--- src/rtl/cfg_tx_pkg.sv ---
// Shared types and elaboration-time helpers for the SYS_CLOCK configuration transmitter.
package cfg_tx_pkg;

    typedef enum logic [2:0] {
        ST_IDLE     = 3'd0,
        ST_FETCH    = 3'd1,
        ST_LOAD     = 3'd2,
        ST_SHIFT_LO = 3'd3,
        ST_SHIFT_HI = 3'd4,
        ST_GUARD    = 3'd5,
        ST_DONE     = 3'd6
    } state_t;

    // Clock cycles per half bit period, rounded up so the bit is never shorter than asked.
    function automatic int calc_half(input int clk_ps, input int bit_ns);
        return (bit_ns * 1000 + 2 * clk_ps - 1) / (2 * clk_ps);
    endfunction

    function automatic int calc_nwords(input int nbits, input int word_w);
        return (nbits + word_w - 1) / word_w;
    endfunction

    function automatic int clog2_min1(input int v);
        int r;
        r = 0;
        while ((1 << r) < v) r = r + 1;
        return (r < 1) ? 1 : r;
    endfunction

endpackage

--- src/rtl/cfg_tx_bitclk.sv ---
// Half-period counter: strobes o_phase_end on the last cycle of each HALF-cycle phase while enabled.
module cfg_tx_bitclk
    import cfg_tx_pkg::*;
#(
    parameter int HALF = 10
) (
    input  logic i_clk,
    input  logic i_rst,
    input  logic i_en,
    output logic o_phase_end
);

    localparam int CW = clog2_min1(HALF);
    localparam logic [CW-1:0] LAST = CW'(HALF - 1);

    logic [CW-1:0] r_cnt;

    assign o_phase_end = i_en && (r_cnt == LAST);

    always_ff @(posedge i_clk or posedge i_rst) begin
        if (i_rst) begin
            r_cnt <= '0;
        end else if (!i_en || o_phase_end) begin
            r_cnt <= '0;
        end else begin
            r_cnt <= r_cnt + CW'(1);
        end
    end

endmodule

--- src/rtl/cfg_tx_frame.sv ---
// Fetches a configuration frame from the register file and serialises it on TX_DAT/TX_CLK/TX_OE_N.
module cfg_tx_frame
    import cfg_tx_pkg::*;
#(
    parameter int CLOCK_PERIOD_PS = 20833,
    parameter int BIT_PERIOD_NS   = 400,
    parameter int C_NO_CFG_BITS   = 24,
    parameter int C_WORD_W        = 16,
    parameter int C_ADDR_W        = 3,
    parameter int C_LSB_FIRST     = 0,
    parameter int C_GUARD_BITS    = 2
) (
    input  logic                i_clock,
    input  logic                i_reset,
    input  logic                i_start,
    input  logic                i_abort,
    input  logic [C_WORD_W-1:0] i_input,
    output logic [C_ADDR_W-1:0] o_rd_addr,
    output logic                o_rd_en,
    output logic                o_tx_dat,
    output logic                o_tx_clk,
    output logic                o_tx_oe_n,
    output logic                o_tx_end,
    output logic                o_busy,
    output state_t              o_state
);

    localparam int HALF     = calc_half(CLOCK_PERIOD_PS, BIT_PERIOD_NS);
    localparam int NWORDS   = calc_nwords(C_NO_CFG_BITS, C_WORD_W);
    localparam int FRAME_W  = NWORDS * C_WORD_W;
    localparam int BIT_W    = clog2_min1(C_NO_CFG_BITS);
    localparam int GUARD_PH = 2 * C_GUARD_BITS;
    localparam int GW       = clog2_min1(GUARD_PH + 1);
    localparam logic [C_ADDR_W-1:0] LAST_WORD  = C_ADDR_W'(NWORDS - 1);
    localparam logic [BIT_W-1:0]    LAST_BIT   = BIT_W'(C_NO_CFG_BITS - 1);
    localparam logic [GW-1:0]       LAST_GUARD = GW'((GUARD_PH > 0) ? GUARD_PH - 1 : 0);

    state_t                r_state, w_state_nxt;
    logic [C_ADDR_W-1:0]   r_word, w_word_nxt;
    logic [BIT_W-1:0]      r_bit, w_bit_nxt, w_sel;
    logic [GW-1:0]         r_guard, w_guard_nxt;
    logic [FRAME_W-1:0]    r_frame, w_frame_nxt;
    logic [C_NO_CFG_BITS-1:0] w_frame_bits;
    logic [C_ADDR_W-1:0]   w_cap_idx;
    logic                  w_cap_en;
    logic                  r_pending, w_pending_nxt;
    logic                  w_phase_end, w_bitclk_en, w_shift;
    logic [C_ADDR_W-1:0]   r_rd_addr, w_rd_addr_nxt;
    logic                  r_rd_en, r_tx_dat, r_tx_clk, r_tx_oe_n, r_tx_end, r_busy;
    logic                  w_rd_en_nxt, w_tx_dat_nxt, w_tx_clk_nxt, w_tx_oe_n_nxt, w_tx_end_nxt, w_busy_nxt;

    assign w_bitclk_en = (r_state == ST_SHIFT_LO) || (r_state == ST_SHIFT_HI) || (r_state == ST_GUARD);

    cfg_tx_bitclk #(.HALF(HALF)) u_bitclk (
        .i_clk       (i_clock),
        .i_rst       (i_reset),
        .i_en        (w_bitclk_en),
        .o_phase_end (w_phase_end)
    );

    always_ff @(posedge i_clock or posedge i_reset) begin
        if (i_reset) begin
            r_state   <= ST_IDLE;
            r_word    <= '0;
            r_bit     <= '0;
            r_guard   <= '0;
            r_frame   <= '0;
            r_pending <= 1'b0;
            r_rd_addr <= '0;
            r_rd_en   <= 1'b0;
            r_tx_dat  <= 1'b0;
            r_tx_clk  <= 1'b0;
            r_tx_oe_n <= 1'b1;
            r_tx_end  <= 1'b0;
            r_busy    <= 1'b0;
        end else begin
            r_state   <= w_state_nxt;
            r_word    <= w_word_nxt;
            r_bit     <= w_bit_nxt;
            r_guard   <= w_guard_nxt;
            r_frame   <= w_frame_nxt;
            r_pending <= w_pending_nxt;
            r_rd_addr <= w_rd_addr_nxt;
            r_rd_en   <= w_rd_en_nxt;
            r_tx_dat  <= w_tx_dat_nxt;
            r_tx_clk  <= w_tx_clk_nxt;
            r_tx_oe_n <= w_tx_oe_n_nxt;
            r_tx_end  <= w_tx_end_nxt;
            r_busy    <= w_busy_nxt;
        end
    end

    always_comb begin
        w_state_nxt   = r_state;
        w_word_nxt    = r_word;
        w_bit_nxt     = r_bit;
        w_guard_nxt   = r_guard;
        w_pending_nxt = r_pending;
        if (i_start && (r_state != ST_IDLE)) w_pending_nxt = 1'b1;
        case (r_state)
            ST_IDLE: begin
                if (i_start && !i_abort) begin
                    w_state_nxt = ST_FETCH;
                    w_word_nxt  = '0;
                end
            end
            ST_FETCH: begin
                if (r_word == LAST_WORD) w_state_nxt = ST_LOAD;
                else w_word_nxt = r_word + C_ADDR_W'(1);
            end
            ST_LOAD: begin
                w_state_nxt = ST_SHIFT_LO;
                w_bit_nxt   = '0;
            end
            ST_SHIFT_LO: begin
                if (w_phase_end) w_state_nxt = ST_SHIFT_HI;
            end
            ST_SHIFT_HI: begin
                if (w_phase_end) begin
                    if (r_bit == LAST_BIT) begin
                        w_state_nxt = (C_GUARD_BITS == 0) ? ST_DONE : ST_GUARD;
                        w_guard_nxt = '0;
                    end else begin
                        w_state_nxt = ST_SHIFT_LO;
                        w_bit_nxt   = r_bit + BIT_W'(1);
                    end
                end
            end
            ST_GUARD: begin
                if (w_phase_end) begin
                    if (r_guard == LAST_GUARD) w_state_nxt = ST_DONE;
                    else w_guard_nxt = r_guard + GW'(1);
                end
            end
            ST_DONE: begin
                // A START landing in this very cycle still counts as a retransmit request.
                w_pending_nxt = 1'b0;
                if (r_pending || i_start) begin
                    w_state_nxt = ST_FETCH;
                    w_word_nxt  = '0;
                end else begin
                    w_state_nxt = ST_IDLE;
                end
            end
            default: w_state_nxt = ST_IDLE;
        endcase
        if (i_abort && (r_state != ST_IDLE)) begin
            w_state_nxt   = ST_IDLE;
            w_pending_nxt = 1'b0;
        end
    end

    // INPUT lags RD_EN by one cycle, so FETCH cycle k stores word k-1 and LOAD stores the last word.
    always_comb begin
        w_cap_en    = ((r_state == ST_FETCH) && (r_word != '0)) || (r_state == ST_LOAD);
        w_cap_idx   = (r_state == ST_LOAD) ? LAST_WORD : (r_word - C_ADDR_W'(1));
        w_frame_nxt = r_frame;
        for (int i = 0; i < NWORDS; i++) begin
            if (w_cap_en && (w_cap_idx == C_ADDR_W'(i))) w_frame_nxt[i*C_WORD_W +: C_WORD_W] = i_input;
        end
    end

    assign w_frame_bits = w_frame_nxt[C_NO_CFG_BITS-1:0];

    // Outputs are decoded from the next state so the registered pins line up with the state.
    always_comb begin
        w_shift       = (w_state_nxt == ST_SHIFT_LO) || (w_state_nxt == ST_SHIFT_HI);
        w_sel         = (C_LSB_FIRST != 0) ? w_bit_nxt : (LAST_BIT - w_bit_nxt);
        w_rd_en_nxt   = (w_state_nxt == ST_FETCH);
        w_rd_addr_nxt = w_rd_en_nxt ? w_word_nxt : '0;
        w_tx_dat_nxt  = w_shift && w_frame_bits[w_sel];
        w_tx_clk_nxt  = (w_state_nxt == ST_SHIFT_HI);
        w_tx_oe_n_nxt = !w_shift;
        w_tx_end_nxt  = (w_state_nxt == ST_DONE);
        w_busy_nxt    = (w_state_nxt != ST_IDLE);
    end

    assign o_rd_addr = r_rd_addr;
    assign o_rd_en   = r_rd_en;
    assign o_tx_dat  = r_tx_dat;
    assign o_tx_clk  = r_tx_clk;
    assign o_tx_oe_n = r_tx_oe_n;
    assign o_tx_end  = r_tx_end;
    assign o_busy    = r_busy;
    assign o_state   = r_state;

endmodule

--- config.mk ---
export PLATFORM = sky130hd
export DESIGN_NAME = cfg_tx_frame
export DESIGN_NICKNAME = d
export VERILOG_FILES = /design/src/rtl/cfg_tx_pkg.sv /design/src/rtl/cfg_tx_bitclk.sv /design/src/rtl/cfg_tx_frame.sv
export SDC_FILE = /design/constraint.sdc
export NUM_CORES = 1
export LEC_CHECK = 0
export CORE_AREA = 2 2 88 90
export CTS_BUF_LIST = sky130_fd_sc_hd__clkbuf_2 sky130_fd_sc_hd__clkbuf_4 sky130_fd_sc_hd__clkbuf_8
export CTS_CLUSTER_DIAMETER = 100
export DETAILED_ROUTE_END_ITERATION = 6
export DIE_AREA = 0 0 90 92
export GPL_TIMING_DRIVEN = 0
export PLACE_DENSITY = 0.67
export SLEW_MARGIN = 20
export SYNTH_ARGS = -nofsm -noshare
export SYNTH_HDL_FRONTEND = slang
export SYNTH_SLANG_ARGS = --single-unit
--- constraint.sdc ---
create_clock -name i_clock -period 2.5 [get_ports i_clock]
set_input_delay 0.5 -clock i_clock [delete_from_list [all_inputs] [get_ports i_clock]]
set_output_delay 0.5 -clock i_clock [all_outputs]
set_load 0.02 [all_outputs]
After elaboration in Yosys (flattened, before gate mapping)
Index checks and enable logic that the tools add are counted.
W data, S select, Z words.
- register bits after elaboration: 52
- bits of input ports: 20
- output and inout port bits: 12
- logic and storage cells: 97
- add/subtract/negate cells: 6
- magnitude comparators: 1
- equality and inequality tests: 19
- multiplexer cells: 32
- reductions and logical operators: 25
- operators with widths (operator ; number):
    $mux W3 ; 17
    $pmux W3 S7 ; 1
    $mux W16 ; 1
    $eq A3 B3 Y1 const B ; 5
    $eq A3 B1 Y1 const B ; 4
    $eq A3 B2 Y1 const B ; 4
    $reduce_bool A3 Y1 ; 4
    $mux W5 ; 2
    $pmux W5 S2 ; 1
    $pmux W3 S3 ; 1
    $logic_and A1 B1 Y1 ; 8
    $mux W8 ; 1
    $add A3 B1 Y3 const B ; 2
    $logic_not A3 Y1 ; 2
    $logic_or A1 B1 Y1 ; 6
    $lt A5 B6 Y1 const B ; 1
    $ne A2 B1 Y1 const B ; 3
    $pmux W3 S2 ; 1
    $add A5 B1 Y5 const B ; 1
    $bmux W1 S5 ; 1
    $eq A5 B5 Y1 const B ; 1
    $mux W1 ; 5
    $reduce_and A5 Y1 ; 1
    $sub A5 B5 Y5 const A ; 1
    other kinds (7) ; 9

Logic depth before layout (Yosys ltp)
- depth in word-level cells: 10
- depth in mapped cells: 11
- gate-level depth less buffers: 11

Hierarchy
A second synthesis with hierarchy kept.
- cell total of the unflattened synthesis: 276
- area total of the unflattened synthesis: 2932.8 sq um
- modules (own cells, without submodules) (module ; instances ; cells an instance ; area an instance (sq um) ; seq. area each (sq um)):
    cfg_tx_frame ; 1 ; 255 ; 2716.4 ; 1202.4
    cfg_tx_bitclk ; 1 ; 21 ; 216.5 ; 100.1

Worst setup path after synthesis
No wires, ideal clock.
- path type: reg-to-reg
- start: register r_word[0]
- end: register r_tx_dat, in the netlist o_tx_dat
- library setup time: 92 ps
- arrival: 2612 ps
- data required time: 2408 ps
- setup slack: -203 ps
- cell stages (with the launch flop): 12
- path buffers: 1
- clock period less this slack: 2703 ps
- cell sequence: dfrtp_1 > inv_1 > ha_1 > nor3_1 > o2111ai_4 > buf_8 > mux2_4 > mux2i_1 > mux2i_1 > mux2i_1 > or4b_2 > o31ai_2
- longest elaborated chain between the ends: 8
- elaborated cells on any way between the ends: 21
- those cells by class: 1 x add/sub; 4 x eq/ne; 8 x mux; 8 x reduce/logical
- RTL lines (element ; RTL line ; RTL):
    start, declared ; cfg_tx_frame.sv:39 ; logic [C_ADDR_W-1:0] r_word, w_word_nxt;
    start signal, assigned ; cfg_tx_frame.sv:78 ; r_word <= w_word_nxt;
    $sub A3 B1 Y3 / $reduce_bool A3 Y1 (equally long branches) ; cfg_tx_frame.sv:156, cfg_tx_frame.sv:155 ;
    $mux W3 / $logic_and A1 B1 Y1 (equally long branches) ; cfg_tx_frame.sv:156, cfg_tx_frame.sv:155 ;
    $logic_not A3 Y1 / $logic_or A1 B1 Y1 (equally long branches) ; cfg_tx_frame.sv:159, cfg_tx_frame.sv:155 ;
    $logic_and A1 B1 Y1 (*) ; cfg_tx_frame.sv:159 ; if (w_cap_en && (w_cap_idx == C_ADDR_W'(i))) w_frame_nxt[i*C_WORD_W +: C_WORD_W] = i_input;
    $mux W16 (*) ; cfg_tx_frame.sv:159 ;
    net w_frame_bits[8] ; cfg_tx_frame.sv:43 ; logic [C_NO_CFG_BITS-1:0] w_frame_bits;
    $bmux W1 S5 (*) ; cfg_tx_frame.sv:171 ; w_tx_dat_nxt = w_shift && w_frame_bits[w_sel];
    $mux W1 (not written as such) (*) ; cfg_tx_frame.sv:171 ;
    $logic_and A1 B1 Y1 (*) ; cfg_tx_frame.sv:171 ;
    net w_tx_dat_nxt ; cfg_tx_frame.sv:50 ; logic w_rd_en_nxt, w_tx_dat_nxt, w_tx_clk_nxt, w_tx_oe_n_nxt, w_tx_end_nxt, w_busy_nxt;
    end signal, assigned ; cfg_tx_frame.sv:85 ; r_tx_dat <= w_tx_dat_nxt;
    end, declared ; cfg_tx_frame.sv:49 ; logic r_rd_en, r_tx_dat, r_tx_clk, r_tx_oe_n, r_tx_end, r_busy;
Mark *: on every way through the listed nets, which the timed path passes. The rest lies on a longest branch. The select of a mux whose other input is x is not followed.
A chain may end at the register's enable or synchronous reset.

Worst setup path after layout
- start: register r_state[2], in the netlist o_state[2]
- end: register r_tx_dat, in the netlist o_tx_dat
- longest elaborated chain between the ends: 10
- elaborated cells on any way between the ends: 38
- those cells by class: 1 x add/sub; 9 x eq/ne; 15 x mux; 13 x reduce/logical
- RTL lines (element ; RTL line ; RTL):
    start, declared ; cfg_tx_frame.sv:38 ; state_t r_state, w_state_nxt;
    start signal, assigned ; cfg_tx_frame.sv:77 ; r_state <= w_state_nxt;
    $eq A3 B2 Y1 / $eq A3 B3 Y1 (equally long branches) ; cfg_tx_frame.sv:52, cfg_tx_frame.sv:100 ;
    $logic_or A1 B1 Y1 (2 in a row) ; cfg_tx_frame.sv:52 ; assign w_bitclk_en = (r_state == ST_SHIFT_LO) || (r_state == ST_SHIFT_HI) || (r_state == ST_GUARD);
    $logic_and A1 B1 Y1 ; cfg_tx_bitclk.sv:18 ; assign o_phase_end = i_en && (r_cnt == LAST);
    $mux W5 ; cfg_tx_frame.sv:119 ; if (w_phase_end) begin
    $pmux W5 S2 (*) ; cfg_tx_frame.sv:100 ; case (r_state)
    net w_bit_nxt[1] ; cfg_tx_frame.sv:40 ; logic [BIT_W-1:0] r_bit, w_bit_nxt, w_sel;
    $sub A5 B5 Y5 (*) ; cfg_tx_frame.sv:168 ; w_sel = (C_LSB_FIRST != 0) ? w_bit_nxt : (LAST_BIT - w_bit_nxt);
    $bmux W1 S5 (*) ; cfg_tx_frame.sv:171 ;
    $mux W1 (not written as such) (*) ; cfg_tx_frame.sv:171 ;
    $logic_and A1 B1 Y1 (*) ; cfg_tx_frame.sv:171 ;
    net w_tx_dat_nxt ; cfg_tx_frame.sv:50 ;
Marked as above.

==> reports/qor.yml <==
run_status:
  status: "finished, violations left"
  failed_checks: "negative setup slack"
power_and_ir_drop:
  p_leak_nw: 1.60
  p_total_w: 0.00330
  p_per_area_nw_per_um2: 910
  ir_drop_v: 0.000431
sta:
  slew_violations: 0
  relSlewSlack: 0.575
  clock_skew_ns: 0.00556
  finalSetupViolCount: 1
  timing.fmax_mhz: 388
  layout_setup_ws_ns: -0.0796
  hold_ws_ns: 0.485
  fin_crit_sh: 1.03
  rsz0062_at_grt: "true"
  fin_crit_ns: 2.58
  hold_viol_final: 0
  tightestPinTransition_ns: 0.636
critical_path:
  rrSetupSlack_ns: -0.08
  crit_slowest_cell: "dfrtp_2"
  end_kind: "flip-flop"
  worstPathMaxFanout: 5
  worstSetupPathType: "reg -> reg"
  path_buf_inv: 2
  rr_worst_depth: 10
  cp.arrival_ns: 2.80
  max_stage_delay_ns: 0.43
  path_cells: "buf_4 -> or3b_4 -> and2_4 -> mux2i_4 -> inv_4 -> mux2i_1 -> a221o_1 -> o2111a_1 -> a41o_1 -> o31ai_4"
  cp-start-kind: "flip-flop"
  r2r-start: "o_state[2]$_DFF_PP0_"
  critical_path_required_ns: 2.72
  r2r-end: "o_tx_dat$_DFF_PP0_"
  cp_top_family: "compound AO/OA/AOI/OAI gates"
  critPathLaunch: "o_state[2]$_DFF_PP0_"
synth:
  synthesis.nets: 283
  synth_area_um2: 2820
  ys_types: 66
  synth-edff-count: 0
  synth_seq_cells: 52
  synth-main-ff-cell: "dfrtp_1"
  syn_inst: 254
  yosys_warnings: 0
  async_flop_share: 1.00
  synth-seq-area-share: 0.461
  synth_area_per_cell_um2: 11.1
cts:
  cts_root_buf: "clkbuf_8"
  cts_made_buffers: 5
  cts.sinks: 52
  clock_latency_ns: 0.30
  htree_levels: 2
  cts_tree: "yes"
  clkTransAtPathRegs_ns: 0.10
  cts_buffer_depth: 2
finish:
  antennaDiodeCount: 0
  layout_commonest_cell: "dfrtp_1"
  area_growth_pct: 28.6
  n_fill_cell: 697
  drive_above_1_share: 0.269
  mostFrequentLayoutCells: "dfrtp_1, clkdlybuf4s50_1, nand2_1"
  finalNetCount: 340
grt:
  grt_max_degree: 31
  gr-total-overflow: 0
  first_global_vias: 2141
  met3_usage: 0.0288
  grt_pass1_wl_mm: 9.96
  grt_usage: 0.146
  busiest_layer: "met2"
  antenna_found_initial: 0
  use_met1: 0.179
  met2_usage: 0.261
job:
  maxCapViolCount: 0
die:
  die_area_um2: 8280
  die_x_um: 90
  rows: 32
  dieHeight_um: 92
  pin_count: 32
  core_um2: 7450
  initial_core_util: 0.379
route:
  drc_errors: 0
  drtIter0Drc: 134
  wirelength_mm: 5.61
  drtAntennaViolNets: 0
  firstDrtPassIters: 4
  via_per_inst: 5.14
  vias: 2127
  drt-wirelength-per-cell_um: 13.5
min_path:
  holdPathEnd: "r_guard[2]$_DFFE_PP0P_"
  hp-start: "r_guard[2]$_DFFE_PP0P_"
  timing.hold.worst_path_depth: 2
  hp-class: "reg -> reg"
placed_design:
  place_hpwl_mm: 4.10
  place_congestion: 0.828
  numPortBuffers: 31
## per-stage QoR
stage                     TNS [ns]   util  instance area, um^2  worst slack, ns  instances
final                      -0.0796  0.487                 3630          -0.0796        414
after global routing        -0.207  0.487                 3630           -0.207        414
after CTS                   -0.121  0.478                 3560           -0.121        408
after detailed placement    -0.431  0.447                 3330           -0.431        388
after global placement      -12.44  0.443                 3300           -0.420        387
after floorplan                  0      -                 2860          0.00860        254
## sequential cells by signal, summed over array words and instances, names as in the netlist, 3 cells and up
signal,count
r_word,3
r_guard,3
o_state,3
u_bitclk.r_cnt,4
o_rd_addr,3
r_bit,5
r_frame,24
## per-layer routing
layer / part of all wire / wire length (um)
met5: 0 / 0
met1: 0.46 / 2590
met4: 0.0084 / 47
met3: 0.038 / 213
met2: 0.49 / 2760
## how the worst max path moves through the flow
stage / end / slack [ns] / cells after the start
after global routing: o_tx_dat$_DFF_PP0_ / -0.21 / 12
final: o_tx_dat$_DFF_PP0_ / -0.08 / 10
after detailed placement: o_tx_dat$_DFF_PP0_ / -0.43 / 9
after CTS: o_tx_dat$_DFF_PP0_ / -0.12 / 11
after global placement: o_tx_dat$_DFF_PP0_ / -0.42 / 9
after floorplan: o_tx_dat$_DFF_PP0_ / 0.009 / 10
## report_power, final
part / internal [W] / leakage (nW) / switching (W)
Combinational: 0.000746 / 0.887 / 0.000692
Clock: 0.000314 / 0.0592 / 0.000281
Sequential: 0.00113 / 0.651 / 0.000143
## kinds of logic after synthesis
kind of cell | count (synthesis) | share of synthesized area
AOI/OAI and AO/OA | 44 | 0.114
xor gates and xnor gates | 2 | 0.00621
adders and majority gates | 9 | 0.0399
buffers and inverters | 24 | 0.0412
DFF | 52 | 0.461
muxes | 42 | 0.181
and+or+nand+nor | 81 | 0.156
## repair_timing
action                                  4_1_cts  5_1_grt
endpoints found under the setup margin        1        9
resized for setup                             4        9
setup buffers                                12        7
hold buffers                                  0        0
pin swaps                                     3        3
## cell usage after synthesis, drive strengths merged, types with 2 or more instances
cell type  instances  area share
a21oi             11       0.021
a31oi              2      0.0044
and2               4      0.0098
and3               2      0.0044
buf                5       0.014
clkbuf             3      0.0040
dfrtp             51        0.45
ha                 9       0.040
inv               16       0.023
mux2              26        0.12
mux2i             15       0.058
nand2             28       0.037
nand2b             2      0.0044
nand3              9       0.018
nand4b             2      0.0062
nor2              12       0.017
nor2b              4      0.0089
nor3               2      0.0035
o2111ai            5       0.022
o21ai             10       0.018
o22ai              2      0.0044
o31ai              2      0.0071
or3                3      0.0066
or4b               2      0.0071
## final cells by class
cell class	instances	area, um^2	share of cell area
Clock inverter	2	38.8	0.0107
Multi-Input combinational cell	178	1460	0.403
Inverter	16	65.1	0.0179
Sequential cell	52	1310	0.360
Buffer	7	48.8	0.0134
Clock buffer	6	76.3	0.0210
Tap cell	102	128	0.0352
Timing Repair Buffer	51	503	0.139
## worst reg2reg max path, cell delays in order, from the launching register on
cell and delay [ns]:
dfrtp_2 0.43, buf_4 0.16, or3b_4 0.39, and2_4 0.16, mux2i_4 0.18, inv_4 0.08, mux2i_1 0.15, a221o_1 0.33
o2111a_1 0.23, a41o_1 0.24, o31ai_4 0.17
No activity file was read; power rests on OpenSTA's default activity.
